## src/rtl/hazard_stall_ctrl_pkg.sv

```systemverilog
// Shared encodings for the pipeline hazard/stall controller.
// Control inputs from the decode pipe are active-low; CTL_ON is their asserted level.
package hazard_stall_ctrl_pkg;

   typedef enum logic {
      ST_RUN   = 1'b0,
      ST_MULTI = 1'b1
   } state_t;

   localparam logic [4:0] REG_ZERO = 5'd0;
   localparam logic       CTL_ON   = 1'b0;

endpackage

```

## src/rtl/hazard_match.sv

```systemverilog
// Producer-vs-consumer register comparator; register 0 never matches.
// Purely combinational, 0 cycles; no flow control.
module hazard_match
   import hazard_stall_ctrl_pkg::*;
(
   input  logic [4:0] dst,
   input  logic [4:0] rs,
   input  logic [4:0] rt,
   input  logic       use_rt,
   output logic       hit
);

   assign hit = (dst != REG_ZERO) && ((dst == rs) || (use_rt && (dst == rt)));

endmodule

```

## src/rtl/hazard_stall_ctrl.sv

```systemverilog
// Stall/bubble/flush control for load-use, ID-branch and multi-cycle EX hazards.
// Latency 0 cycles hazard-to-stall; stalls hold the front end, EX hold freezes ID/EX.
module hazard_stall_ctrl
   import hazard_stall_ctrl_pkg::*;
#(
   parameter int MUL_CYCLES = 4,
   parameter int CNT_W      = 8,
   parameter int STAT_W     = 16
) (
   input  logic              clk,
   input  logic              rst,
   input  logic [4:0]        if_id_rs,
   input  logic [4:0]        if_id_rt,
   input  logic              if_id_use_rt,
   input  logic              id_branch,
   input  logic              br_taken,
   input  logic [4:0]        id_ex_dst,
   input  logic              id_ex_regwrite,
   input  logic              id_ex_memread,
   input  logic [4:0]        ex_mem_dst,
   input  logic              ex_mem_memread,
   input  logic              ex_multi_start,
   output logic              pc_write,
   output logic              if_id_write,
   output logic              id_ex_bubble,
   output logic              if_id_flush,
   output logic              ex_hold,
   output logic              multi_done,
   output logic [STAT_W-1:0] stall_cnt
);

   state_t           state, state_nxt;
   logic [CNT_W-1:0] cnt, cnt_nxt;
   logic             hit_ld, hit_br_ex, hit_br_mem;
   logic             load_use, br_ex, br_ld_mem, haz, front_stall;

   hazard_match u_match_ld (
      .dst(id_ex_dst), .rs(if_id_rs), .rt(if_id_rt), .use_rt(if_id_use_rt), .hit(hit_ld)
   );
   hazard_match u_match_br_ex (
      .dst(id_ex_dst), .rs(if_id_rs), .rt(if_id_rt), .use_rt(if_id_use_rt), .hit(hit_br_ex)
   );
   hazard_match u_match_br_mem (
      .dst(ex_mem_dst), .rs(if_id_rs), .rt(if_id_rt), .use_rt(if_id_use_rt), .hit(hit_br_mem)
   );

   assign load_use  = (id_ex_memread == CTL_ON) && hit_ld;
   assign br_ex     = id_branch && (id_ex_regwrite == CTL_ON) && hit_br_ex;
   assign br_ld_mem = id_branch && (ex_mem_memread == CTL_ON) && hit_br_mem;
   assign haz       = load_use | br_ex | br_ld_mem;

   // The start cycle counts toward occupancy, so MULTI runs MUL_CYCLES-1 cycles.
   always_comb begin
      state_nxt  = state;
      cnt_nxt    = cnt;
      ex_hold    = 1'b0;
      multi_done = 1'b0;
      case (state)
         ST_RUN: begin
            if (ex_multi_start) begin
               ex_hold   = 1'b1;
               state_nxt = ST_MULTI;
               cnt_nxt   = CNT_W'(MUL_CYCLES - 2);
            end
         end
         ST_MULTI: begin
            if (cnt != '0) begin
               ex_hold = 1'b1;
               cnt_nxt = cnt - 1'b1;
            end else begin
               multi_done = 1'b1;
               state_nxt  = ST_RUN;
            end
         end
         default: state_nxt = ST_RUN;
      endcase
   end

   assign front_stall  = ex_hold | haz;
   assign pc_write     = !front_stall;
   assign if_id_write  = !front_stall;
   assign id_ex_bubble = haz && !ex_hold;
   // A stalled branch is re-evaluated next cycle, so its flush waits too.
   assign if_id_flush  = id_branch && br_taken && !front_stall;

   always_ff @(posedge clk) begin
      if (!rst) begin
         state     <= ST_RUN;
         cnt       <= '0;
         stall_cnt <= '0;
      end else begin
         state <= state_nxt;
         cnt   <= cnt_nxt;
         if (front_stall && (stall_cnt != '1))
            stall_cnt <= stall_cnt + 1'b1;
      end
   end

endmodule

```

## config.mk

```make
export PLATFORM = sky130hd
export DESIGN_NAME = hazard_stall_ctrl
export DESIGN_NICKNAME = d
export VERILOG_FILES = /design/src/rtl/hazard_stall_ctrl_pkg.sv /design/src/rtl/hazard_match.sv /design/src/rtl/hazard_stall_ctrl.sv
export SDC_FILE = /design/constraint.sdc
export NUM_CORES = 1
export LEC_CHECK = 0
export ABC_AREA = 1
export ABC_CLOCK_PERIOD_IN_PS = 3200
export CORE_MARGIN = 10
export CORE_UTILIZATION = 48
export CTS_CLUSTER_SIZE = 12
export DETAILED_ROUTE_END_ITERATION = 10
export GPL_ROUTABILITY_DRIVEN = 0
export HOLD_SLACK_MARGIN = 0.15
export PLACE_DENSITY_LB_ADDON = 0.12
export SYNTH_ARGS = -nofsm -noshare
export SYNTH_HDL_FRONTEND = slang
export SYNTH_SLANG_ARGS = --single-unit
```

## constraint.sdc

```tcl
create_clock -name clk -period 3.2 [get_ports clk]
set_input_delay 0.96 -clock clk [delete_from_list [all_inputs] [get_ports clk]]
set_output_delay 0.96 -clock clk [all_outputs]
set_load 0.05 [all_outputs]
```

==> reports/summary.txt, run 1 <==
Final net count -> 392
DR iter-0 viols -> 135
TritonCTS buffer count -> 3
Latest clock arrival within the worst-skew pair -> 0.27 ns
Setup Total Neg Slack -> 0 ns
Full die area -> 6740 um^2
Routed vias -> 2048
Leakage -> 1.08 nW
Max cap viols -> 0
Post-DP HPWL -> 4.16 mm
Vias in the first global route -> 1892
Initial DRT Pass Iterations -> 6
Rel. slew slack -> 0.647
Crit. End Element -> primary output
Met3 WL post-DR -> 470 um
Slowest-stage cell, CP -> clkdlybuf4s50_1
Status -> finished clean
Commonest non-fill, non-tap cell in the layout -> nand2_1
Starting Density -> 0.502
Most frequent cells in the layout -> nand2_1 (90), nor2_1 (36), inv_1 (33), nand3_1 (29), dfxtp_1 (25)
Distinct cells, synth -> 28
Number of synthesized register bits -> 25
Synth warnings -> 0
Setup Slack @ Placement -> -0.263 ns
Cell Area, Synth -> 1850 um^2
Minimum clock period -> 3.12 ns
Fin. Hold Viols -> 0
Io pins -> 51
Initial antenna violation count -> 0
Highest Signal Layer -> met4
Detail-routed net length per standard cell -> 12.8 um
Peak supply drop -> 0.387 mV
Vias per Instance -> 5.02
Overall Global Routing Usage -> 0.154
Crit Path Max Fanout -> 3
CP peak stage delay -> 0.47 ns
Hold_buf cts -> 0
Endpoints failing setup -> 0
Share of cells above drive strength 1 -> 0.111
Seq/Total Area, Yosys -> 0.270
Crit start category -> input pin
Critical path cell sequence -> clkdlybuf4s50_1, o21ai_4, clkinv_2, a21oi_2, buf_12
FMAX -> 321 MHz
CTS tree -> done
Mapped Cells -> 306
RSZ-0062 raised after global routing -> no
Max Slew Vio Count -> 0
Drt total wl -> 5.23 mm
Worst Skew -> 0.0115 ns
Worst-path clk slew -> 0.08 ns
Worst hold path type -> register to register
Chip height -> 82.1 um
Cells after DPL -> 403
DRC -> 0
Worst-Margin Slew -> 0.528 ns
CP required -> 2.24 ns
Grt total ovfl -> 0
Core area -> 3690 um^2
Antenna diode count -> 0
Multi-input gate area -> 1190 um^2
H-tree depth -> 1
Global-route wire length before repair -> 8.47 mm
Hold Worst Slack -> 0.481 ns
# port buffers -> 50
Largest net degree at the start of global routing -> 18
Tcrit/Tclk final -> 0.974
Seq. cell area -> 500 um^2
Die width -> 82.1 um
Syn nets -> 337
Final non-filler cell total -> 408
Met2 Wirelength -> 2.27 mm
Post-route ant nets -> 0
# fillers -> 347
DRT met1 WL -> 2.45 mm
Row cnt -> 22
Pwr Density -> 370 nW/um^2
Setup ws final -> 0.0840 ns
Syn avg cell area -> 6.05 um^2
Layout area overhead -> 35.0%
Final Cell Area -> 2500 um^2
Clock Path Buffers -> 2
Setup CP Type -> input pin to primary output
Crit path DAT -> 2.16 ns
Clk sinks -> 25
Placed Instance Area -> 2450 um^2
Root buffer cell -> clkbuf_8
-- final timing paths --
kind | from | endpoint | slack [ns] | cells past startpoint
max reg2reg | cnt[0] | stall_cnt[0] | 1.04 | 13
min | cnt[0] | cnt[0] | 0.48 | 1
min reg2reg | cnt[0] | cnt[0] | 0.48 | 1
max | ex_multi_start | id_ex_bubble | 0.08 | 5
-- cells by family after synthesis --
family | count (synthesis) | share of synthesized area
AO/OA/AOI/OAI | 34 | 0.105
XOR/XNOR | 19 | 0.0899
adder cells (fa/ha/maj) | 2 | 0.0135
buffers and inverters | 46 | 0.101
flip-flops | 25 | 0.270
AND/OR/NAND/NOR | 180 | 0.420
-- routing by layer --
metal | track usage | vias to the layer above
met5 | 0 | -
met4 | 0.0323 | 0
met1 | 0.192 | 897
li1 | - | 1073
met3 | 0.0432 | 8
met2 | 0.259 | 70
-- final cells by class --
| class | instances | area share |
|---|---|---|
| Clock buffer | 4 | 0.0180 |
| Inverter | 41 | 0.0636 |
| Multi-Input combinational cell | 235 | 0.475 |
| Sequential cell | 25 | 0.200 |
| Tap cell | 48 | 0.0240 |
| Timing Repair Buffer | 55 | 0.218 |
-- flip-flops by register name, indices dropped and copies added (netlist names) --
name / flops
state: 1
cnt: 8
stall_cnt: 16
-- per-stage QoR --
stage,utilization,power [mW]
after global placement,0.665,0.734
after floorplan,-,0.610
after detailed placement,0.665,0.741
after global routing,0.677,0.976
final,0.677,0.923
after CTS,0.675,0.926
-- power by group --
group / internal (mW) / total [mW] / switching (mW)
clock network: 0.0892 / 0.191 / 0.102
logic: 0.149 / 0.376 / 0.227
registers: 0.332 / 0.356 / 0.0238
total: 0.570 / 0.923 / 0.353
-- repair_timing --
item | 4_1_cts | 5_1_grt
pin swaps | 10 | 3
buffers inserted | 1 | 0
gates cloned | 0 | 0
gates resized for setup | 32 | 15
setup endpoints to repair | 4 | 4
-- Yosys cell counts --
cell type	instances	area (um^2)
nand2_4	1	11.3
buf_2	2	10.0
ha_1	2	25.0
nor3_1	8	40.0
xnor2_1	6	52.6
clkinv_1	2	7.51
o21ai_4	1	16.3
nand3b_1	1	7.51
xor2_1	13	114
o21ai_0	7	35.0
a31oi_1	1	6.26
nor3_2	2	20.0
o21a_1	1	7.51
nor2_1	39	146
nand3_4	1	17.5
or2_1	1	6.26
a21oi_2	2	17.5
clkbuf_1	1	3.75
buf_6	1	11.3
dfxtp_1	25	500
a211oi_1	1	7.51
nand2_1	92	345
buf_4	1	7.51
nand2_2	2	12.5
a21oi_1	21	105
inv_1	39	146
nand3_1	29	145
nand4_1	4	25.0
-- critical path, delay by kind of cell --
kind                   cells  cell delay [ns]
AOI/OAI and AO/OA          2             0.41
buffers and inverters      3             0.77
No activity file was read; power rests on OpenSTA's default activity.
==> run 2: changes to the inputs <==
--- a/config.mk
+++ b/config.mk
@@ -13,6 +13,7 @@
 export DETAILED_ROUTE_END_ITERATION = 10
 export GPL_ROUTABILITY_DRIVEN = 0
 export HOLD_SLACK_MARGIN = 0.15
+export MAX_ROUTING_LAYER = met4
 export PLACE_DENSITY_LB_ADDON = 0.12
 export SYNTH_ARGS = -nofsm -noshare
 export SYNTH_HDL_FRONTEND = slang
==> reports/summary.txt, run 2 (synthesized netlist as in run 1, its figures left out) <==
FF-to-FF setup slack -> 1.03 ns (about the same)
H-tree depth -> 1 (unchanged)
Worst Skew -> 0.0128 ns (+0.00127 ns)
Tcrit/Tclk final -> 0.974 (about the same)
Commonest non-fill, non-tap cell in the layout -> nand2_1
Max reg flops -> 16 (unchanged)
Rel. slew slack -> 0.651 (+0.00398)
Hold Worst Slack -> 0.482 ns (+0.000636 ns)
Drt total wl -> 5.23 mm (about the same)
Full die area -> 6740 um^2 (unchanged)
Vias per Instance -> 5.00 (-0.29%)
Row cnt -> 22 (unchanged)
# port buffers -> 50 (unchanged)
Status -> finished clean
Worst-Margin Slew -> 0.522 ns (-0.00596 ns)
Cell depth of the worst flop-to-flop path -> 13 (unchanged)
Fin. Hold Viols -> 0 (unchanged)
Final core occ -> 0.677 (unchanged)
Endpoints failing setup -> 0 (unchanged)
Clk sinks -> 25 (unchanged)
Final Cell Area -> 2500 um^2 (unchanged)
Reg2Reg Launch Point -> cnt[0]
Initial DRT Pass Iterations -> 6 (unchanged)
Share of cells above drive strength 1 -> 0.111 (unchanged)
DRC -> 0 (unchanged)
Setup CP Type -> input pin to primary output
Post-DP HPWL -> 4.16 mm (unchanged)
Antenna diode count -> 0 (unchanged)
Vias in the first global route -> 1892 (unchanged)
Peak supply drop -> 0.384 mV (-0.80%)
Multi-input gate area -> 1190 um^2 (unchanged)
Placed Instance Area -> 2450 um^2 (unchanged)
Largest net degree at the start of global routing -> 18 (unchanged)
Core area -> 3690 um^2 (unchanged)
Minimum clock period -> 3.12 ns (+0.000166 ns)
# fillers -> 347 (unchanged)
FMAX -> 321 MHz (about the same)
Io pins -> 51 (unchanged)
Crit start category -> input pin
Seq. cell area -> 500 um^2 (unchanged)
DR iter-0 viols -> 160 (+19%)
Grt total ovfl -> 0 (unchanged)
Clock Path Buffers -> 2 (unchanged)
Max Slew Vio Count -> 0 (unchanged)
Worst hold path type -> register to register
CP peak stage delay -> 0.47 ns (about the same)
CP required -> 2.24 ns (about the same)
Routed vias -> 2042 (-0.29%)
Reg2reg end -> stall_cnt[1]
Setup ws final -> 0.0838 ns (-0.000166 ns)
Crit. End Element -> primary output
Chip height -> 82.1 um (unchanged)
Setup crit end -> id_ex_bubble
Leakage -> 1.08 nW (unchanged)
Cells after DPL -> 403 (unchanged)
CTS tree -> done
Hold_buf cts -> 0 (unchanged)
Final non-filler cell total -> 408 (unchanged)
Most frequent cells in the layout -> nand2_1 (90), nor2_1 (36), inv_1 (33), nand3_1 (29), dfxtp_1 (25)
Die width -> 82.1 um (unchanged)
Launch point of the critical path -> ex_multi_start
Detail-routed net length per standard cell -> 12.8 um (about the same)
Biggest regs -> stall_cnt x16, cnt x8, state x1
Worst-path clk slew -> 0.08 ns (about the same)
Initial antenna violation count -> 0 (unchanged)
RSZ-0062 raised after global routing -> no
Global-route wire length before repair -> 8.47 mm (unchanged)
Critical path cell sequence -> clkdlybuf4s50_1, o21ai_4, clkinv_2, a21oi_2, buf_12
Layout area overhead -> 35.0% (unchanged)
Root buffer cell -> clkbuf_8
Max cap viols -> 0 (unchanged)
Starting Density -> 0.502 (unchanged)
Overall Global Routing Usage -> 0.159 (+0.00457)
Latest clock arrival within the worst-skew pair -> 0.27 ns (about the same)
Final net count -> 392 (unchanged)
Setup Slack @ Placement -> -0.263 ns (unchanged)
TritonCTS buffer count -> 3 (unchanged)
Slowest-stage cell, CP -> clkdlybuf4s50_1
Crit Path Max Fanout -> 3 (unchanged)
Pwr Density -> 369 nW/um^2 (-0.11%)
Post-route ant nets -> 0 (unchanged)
Biggest register -> stall_cnt
Crit path DAT -> 2.16 ns (about the same)
## run 2: cell counts in the layout (fill, tap and decap cells not counted)
Identical to the previous run, type by type.
## run 2: critical path: cells and delay by family
kind / cells / cell delay (ns)
buffers and inverters: 3 / 0.77
AO/OA/AOI/OAI: 2 / 0.42
## run 2: how the worst min path moves through the flow
| stage | from | end | slack [ns] | cells after the start |
|---|---|---|---|---|
| after global routing | cnt[0] | cnt[0] | 0.51 | 1 |
| after CTS | cnt[0] | cnt[0] | 0.49 | 1 |
| after global placement | cnt[0] | cnt[0] | 0.46 | 1 |
| after floorplan | cnt[0] | cnt[0] | 0.44 | 1 |
| after detailed placement | cnt[0] | cnt[0] | 0.48 | 1 |
| final | cnt[0] | cnt[0] | 0.48 | 1 |
## run 2: stage by stage
| step | TNS [ns] | power, mW |
|---|---|---|
| after floorplan | -0.115 | 0.610 |
| after global placement | -0.787 | 0.734 |
| after detailed placement | -0.887 | 0.741 |
| after CTS | 0 | 0.926 |
| after global routing | 0 | 0.976 |
| final | 0 | 0.922 |
## run 2: layout make-up
class / count / share of cell area
multi-input cells: 235 / 0.475
repair buffers: 55 / 0.218
flip-flops and latches: 25 / 0.200
inverters: 41 / 0.0636
well taps: 48 / 0.0240
clock buffers: 4 / 0.0180
## run 2: power breakdown
group          internal (mW)  switching, mW
registers              0.332         0.0237
clock network         0.0891          0.101
logic                  0.149          0.228
total                  0.570          0.352
## run 2: routing by layer
layer / track usage / wire (um) / up-vias
met2: 0.259 / 2300 / 60
met3: 0.0346 / 384 / 4
met1: 0.197 / 2500 / 905
li1: - / - / 1073
met5: - / 0 / -
met4: 0.0323 / 38 / 0
## run 2: repair_timing
action / 4_1_cts / 5_1_grt
resized for setup: 32 / 15
pin swaps: 10 / 3
buffers inserted: 1 / 0
setup endpoints to repair: 4 / 4
